==> config.mk <==
export PLATFORM = sky130hd
export DESIGN_NAME = register_file_sb
export DESIGN_NICKNAME = d
export VERILOG_FILES = /design/src/rtl/register_file_sb.sv
export SDC_FILE = /design/constraint.sdc
export NUM_CORES = 1
export LEC_CHECK = 0
export ABC_AREA = 1
export BUFFER_PORTS_ARGS = -buffer_cell sky130_fd_sc_hd__clkbuf_2
export CORE_MARGIN = 3
export CORE_UTILIZATION = 50
export DETAILED_ROUTE_END_ITERATION = 6
export PLACE_DENSITY = 0.73
export SYNTH_ARGS = -nofsm -noshare
export SYNTH_HDL_FRONTEND = slang
export SYNTH_SLANG_ARGS = --single-unit
export TNS_END_PERCENT = 1
==> constraint.sdc <==
create_clock -name clock -period 3.1 [get_ports clock]
set_clock_uncertainty 0.05 [all_clocks]
set_input_delay 0.31 -clock clock [delete_from_list [all_inputs] [get_ports clock]]
set_output_delay 0.31 -clock clock [all_outputs]
set_load 0.05 [all_outputs]
==> src/rtl/register_file_sb.sv <==
// register_file_sb: parametrised register file with two read ports (x, y),
// two write ports (z primary, w secondary) and a per-register lock scoreboard.
// A read that targets a locked register parks in a wait state until that
// register is written, then returns the written value.
module register_file_sb #(
  parameter int W        = 8,
  parameter int SEL_W    = 4,
  parameter int N        = 1 << SEL_W,
  parameter int ZERO_REG = 1
) (
  input  logic             clock,
  input  logic             reset,
  input  logic             x_enb,
  input  logic [SEL_W-1:0] x_sel,
  output logic [W-1:0]     x_out,
  output logic             x_valid,
  output logic             x_busy,
  input  logic             y_enb,
  input  logic [SEL_W-1:0] y_sel,
  output logic [W-1:0]     y_out,
  output logic             y_valid,
  output logic             y_busy,
  input  logic             z_enb,
  input  logic [SEL_W-1:0] z_sel,
  input  logic [W-1:0]     z_in,
  input  logic             w_enb,
  input  logic [SEL_W-1:0] w_sel,
  input  logic [W-1:0]     w_in,
  input  logic             lk_enb,
  input  logic [SEL_W-1:0] lk_sel,
  output logic [N-1:0]     locks
);

  typedef enum logic {RD_IDLE, RD_WAIT} rd_state_t;

  logic [W-1:0]     regs [N];
  logic [N-1:0]     lock_q;

  // Read-port state, index 0 = port x, index 1 = port y
  rd_state_t        st_q   [2];
  rd_state_t        st_d   [2];
  logic [SEL_W-1:0] cap_q  [2];
  logic [SEL_W-1:0] cap_d  [2];
  logic [W-1:0]     out_q  [2];
  logic [W-1:0]     out_d  [2];
  logic [1:0]       valid_q, valid_d;
  logic [1:0]       busy_q, busy_d;

  logic [1:0]       rd_enb;
  logic [SEL_W-1:0] rd_sel [2];

  logic             z_ok, w_ok, lk_ok;

  // Index is a real, writable/lockable register
  function automatic logic sel_ok(input logic [SEL_W-1:0] s);
    return (32'(s) < N) && !(ZERO_REG != 0 && s == '0);
  endfunction

  function automatic logic sel_is(input logic [SEL_W-1:0] s, input int unsigned i);
    return 32'(s) == i;
  endfunction

  // Register contents for an index; out-of-range indices read as zero
  function automatic logic [W-1:0] reg_at(input logic [SEL_W-1:0] s);
    logic [W-1:0] v;
    v = '0;
    for (int unsigned i = 0; i < N; i++) begin
      if (sel_is(s, i)) v = regs[i];
    end
    return v;
  endfunction

  assign rd_enb    = {y_enb, x_enb};
  assign rd_sel[0] = x_sel;
  assign rd_sel[1] = y_sel;

  assign z_ok  = z_enb  && sel_ok(z_sel);
  assign w_ok  = w_enb  && sel_ok(w_sel);
  assign lk_ok = lk_enb && sel_ok(lk_sel);

  // Read-port next-state: immediate read with write forwarding, or park on a lock
  always_comb begin
    logic [SEL_W-1:0] tgt;
    logic             z_hit;
    logic             w_hit;
    logic [W-1:0]     fwd;
    for (int unsigned p = 0; p < 2; p++) begin
      st_d[p]    = st_q[p];
      cap_d[p]   = cap_q[p];
      out_d[p]   = out_q[p];
      valid_d[p] = 1'b0;
      tgt        = (st_q[p] == RD_IDLE) ? rd_sel[p] : cap_q[p];
      z_hit      = z_ok && (z_sel == tgt);
      w_hit      = w_ok && (w_sel == tgt);
      fwd        = z_hit ? z_in : (w_hit ? w_in : reg_at(tgt));
      case (st_q[p])
        RD_IDLE: begin
          if (rd_enb[p]) begin
            if (!sel_ok(tgt)) begin
              out_d[p]   = '0;
              valid_d[p] = 1'b1;
            end else if (!lock_q[32'(tgt)] || z_hit || w_hit) begin
              out_d[p]   = fwd;
              valid_d[p] = 1'b1;
            end else begin
              st_d[p]  = RD_WAIT;
              cap_d[p] = tgt;
            end
          end
        end
        RD_WAIT: begin
          if (z_hit || w_hit) begin
            out_d[p]   = fwd;
            valid_d[p] = 1'b1;
            st_d[p]    = RD_IDLE;
          end
        end
        default: st_d[p] = RD_IDLE;
      endcase
      busy_d[p] = (st_d[p] == RD_WAIT);
    end
  end

  // Read-port state and registered outputs
  always_ff @(posedge clock or negedge reset) begin
    if (!reset) begin
      for (int unsigned p = 0; p < 2; p++) begin
        st_q[p]  <= RD_IDLE;
        cap_q[p] <= '0;
        out_q[p] <= '0;
      end
      valid_q <= '0;
      busy_q  <= '0;
    end else begin
      for (int unsigned p = 0; p < 2; p++) begin
        st_q[p]  <= st_d[p];
        cap_q[p] <= cap_d[p];
        out_q[p] <= out_d[p];
      end
      valid_q <= valid_d;
      busy_q  <= busy_d;
    end
  end

  // Register writes (z overrides w) and lock scoreboard (set overrides clear)
  always_ff @(posedge clock or negedge reset) begin
    if (!reset) begin
      for (int unsigned i = 0; i < N; i++) regs[i] <= '0;
      lock_q <= '0;
    end else begin
      for (int unsigned i = 0; i < N; i++) begin
        if (w_ok && sel_is(w_sel, i)) regs[i] <= w_in;
        if (z_ok && sel_is(z_sel, i)) regs[i] <= z_in;
        if ((w_ok && sel_is(w_sel, i)) || (z_ok && sel_is(z_sel, i))) lock_q[i] <= 1'b0;
        if (lk_ok && sel_is(lk_sel, i)) lock_q[i] <= 1'b1;
      end
    end
  end

  assign x_out   = out_q[0];
  assign x_valid = valid_q[0];
  assign x_busy  = busy_q[0];
  assign y_out   = out_q[1];
  assign y_valid = valid_q[1];
  assign y_busy  = busy_q[1];
  assign locks   = lock_q;

endmodule

==> results.yml <==
cts:
  clock_latency_ns: 0.45
  path_clk_slew_ns: 0.07
  clock-root-buffer: "clkbuf_16"
  clockBufferDepth: 2
  cts_tree: "yes"
  numClockSinks: 172
  numCtsBuffers: 17
  htree_levels: 4
timing:
  maxSlewViolCount: 0
  finalHoldViolations: 0
  max_freq_mhz: 333
  finalSetupViolations: 0
  slew_headroom_pct: 17.7
  tightest_slew_ns: 1.23
  setup_tns_ns: 0
  fin_crit_ns: 3.00
  rsz0062_at_grt: "true"
  fin_crit_sh_pct: 96.7
cells_and_area:
  layout_commonest_cell: "nand2_1"
  drive_above_1_share_pct: 12.9
  synthToLayoutAreaGrowth_pct: 14.8
  final_util_pct: 58.8
  final_cell_mix: "495 x nand2_1, 206 x inv_1, 170 x dfrtp_1"
  diodes: 0
  fin_nets: 1739
worst_hold_path:
  hold_depth: 3
  whs_endpoint: "valid_q[0]"
  hp-class: "primary input to flop"
  hold_start: "x_enb"
floorplan:
  die_area_mm2: 0.0236
  die_h_um: 153
  rows: 53
  start_util_pct: 51.2
  die-width_um: 153
  coreArea_mm2: 0.0212
  io_pins: 79
grt:
  grt_usage_pct: 36.9
  grt_pass1_wl_mm: 66.7
  grt_overflow: 0
  grt_max_degree: 60
  antenna_found_initial: 1
  grt_pass1_vias: 11239
status:
  run_status: "complete, no violations"
logic_synthesis:
  netlist_top_cells_area: "dfrtp_1 40%, nand2_1 17%, inv_1 7.1%"
  syn_nets: 1635
  synth_warnings: 0
  synth.distinct_cells: 44
  synthArstFlopShare_pct: 100
  synth.avg_cell_area_um2: 6.83
  synth_ff_type: "dfrtp_1"
  synth_area_mm2: 0.0109
  netlist.area_leader.share_pct: 39.6
  syn_inst: 1592
  synth-seq-cells: 172
  yosys.area.top_type: "dfrtp_1"
  ys_seq_area_share_pct: 39.6
  synth_edf_count: 0
placed_design:
  gp_congestion: 1.00
  port-buffer-count: 78
  dp_hpwl_mm: 32.7
route:
  wirelength_mm: 44.2
  drcViolationCount: 0
  avgViaCountPerCell: 6.12
  drt_iter0_drc: 1927
  routedWlPerCell_um: 22.3
  vias: 12137
  drt.antenna.violating_nets: 0
  drtPass1Iterations: 6
critical_path:
  path_buf_inv: 2
  critical_path_required_ns: 3.39
  critPathSlowestCell: "dfrtp_2"
  reg2regPathDepth: 17
  crit_path_start_kind: "flop"
  worst_path_most_repeated_cell: "nand2_1"
  crit_path_max_incr_delay_ns: 0.48
  reg2reg_to: "y_out[4]"
  timing.rr.start: "busy_q[1]"
  crit_fanout: 10
  path_cells: "buf_4 > o21ai_4 > inv_2 > nand2_1 > nor2_1 > nand2_1 > nand3_1 > nor3_1 > nand4_1 > nand2_1 > nand4_1 > nand2_1 > nand4_1 > nand2_1 > nand2_1 > nand2_1 > nand2_1"
  path_delay_family: "simple AND/OR/NAND/NOR gates"
  path_class: "flop to flop"
  cp-end-kind: "flop"
  arrival_ns: 3.29
  r2r_slack_ns: 0.10
job:
  drv_cap: 0
power:
  p_per_area_mw_per_mm2: 947
  peakVddDrop_mv: 0.429
  p_leak_nw: 6.02
[through the flow]
| stage | power (mW) | worst slack [ns] | instances | hold slack (ns) | instance area, µm² |
|---|---|---|---|---|---|
| finish | 11.8 | 0.101 | 1984 | 0.0943 | 12500 |
| global route | 12.4 | -0.0241 | 1984 | 0.120 | 12500 |
| CTS | 11.5 | 0.0223 | 1983 | 0.0895 | 12400 |
| global placement | 9.31 | 0.0491 | 1950 | 0.268 | 11800 |
| detailed placement | 9.36 | 0.0168 | 1950 | 0.275 | 11800 |
| floorplan | 7.01 | 0.610 | 1592 | -0.0356 | 10900 |
[worst reg2reg max path, stage by stage, from the launching register on]
cell and delay [ns]:
dfrtp_2 0.48, buf_4 0.17, o21ai_4 0.26, inv_2 0.07, nand2_1 0.22, nor2_1 0.17, nand2_1 0.09, nand3_1 0.09
nor3_1 0.29, nand4_1 0.22, nand2_1 0.12, nand4_1 0.12, nand2_1 0.10, nand4_1 0.17, nand2_1 0.11, nand2_1 0.05
nand2_1 0.06, nand2_1 0.05
[per-layer routing]
metal,vias to the layer above,part of all wire [%],GRT usage (%)
met5,-,0.027,0
met4,2,5.9,18.2
met3,164,12,7.93
met2,864,43,54.1
met1,5625,40,52.0
li1,5482,-,-
[Yosys cell counts, types with 2 or more instances]
| cell | instances |
|---|---|
| a221oi_1 | 2 |
| clkinv_1 | 6 |
| nand3_1 | 140 |
| dfrtp_1 | 172 |
| inv_2 | 8 |
| o221ai_1 | 42 |
| o311ai_0 | 6 |
| nand2_2 | 10 |
| or2_2 | 7 |
| o22ai_1 | 15 |
| inv_1 | 206 |
| nand4_1 | 38 |
| buf_2 | 3 |
| nand3b_1 | 2 |
| nor3_1 | 8 |
| a31oi_1 | 5 |
| o211ai_1 | 37 |
| nor2_4 | 2 |
| a21oi_1 | 46 |
| nor2_1 | 128 |
| nor2_2 | 6 |
| a32o_1 | 5 |
| o21ai_0 | 115 |
| nand2_4 | 4 |
| nand2_1 | 498 |
| xor2_1 | 4 |
| o21ai_1 | 15 |
| clkbuf_1 | 46 |
[registers in the layout, summed over array words and instances (netlist names)]
register  cells
busy_q        2
regs        128
locks        16
valid_q       2
x_out         8
cap_q         8
y_out         8
[report_power, final]
part | internal [mW] | switching [mW] | leakage [nW]
Clock | 1.10 | 1.08 | 0.288
Sequential | 2.83 | 0.450 | 2.14
Combinational | 1.83 | 4.53 | 3.60
Total | 5.76 | 6.05 | 6.02
[cell families (layout without fill, tap and decap cells)]
kind of cell	Yosys count	count (layout)	share of synthesized area, %
buffers and inverters	273	390	9.61
XOR/XNOR	4	4	0.322
flip-flops	172	172	39.6
AND/OR/NAND/NOR	847	847	33.1
AO/OA/AOI/OAI	296	296	17.4
[cell type report]
cell class                 count  area, µm²
multi-input combinational   1147       5550
clock buffer                  18        439
clock inverter                14        145
tap                          275        344
inverter                     221        837
timing repair buffer         137        855
fill                        2023       8740
sequential                   172       4310
[how the worst max path moves through the flow]
stage                     startpoint  endpoint  slack [ns]  depth (start not counted)
after detailed placement   busy_q[0]  x_out[4]        0.02                         21
after global placement     busy_q[0]  x_out[4]        0.05                         21
final                      busy_q[1]  y_out[4]        0.10                         17
after floorplan            busy_q[0]  x_out[2]        0.61                         18
after global routing       busy_q[1]  y_out[3]       -0.02                         19
after CTS                  busy_q[0]  x_out[4]        0.02                         21
[what timing repair did]
action / in CTS / in global routing
resized for setup: 0 / 11
setup buffers: 0 / 1
endpoints found under the hold margin: 54 / 0
setup endpoints to repair: 0 / 14
hold buffers: 1 / 0
Power figures use the tool's default switching activity.
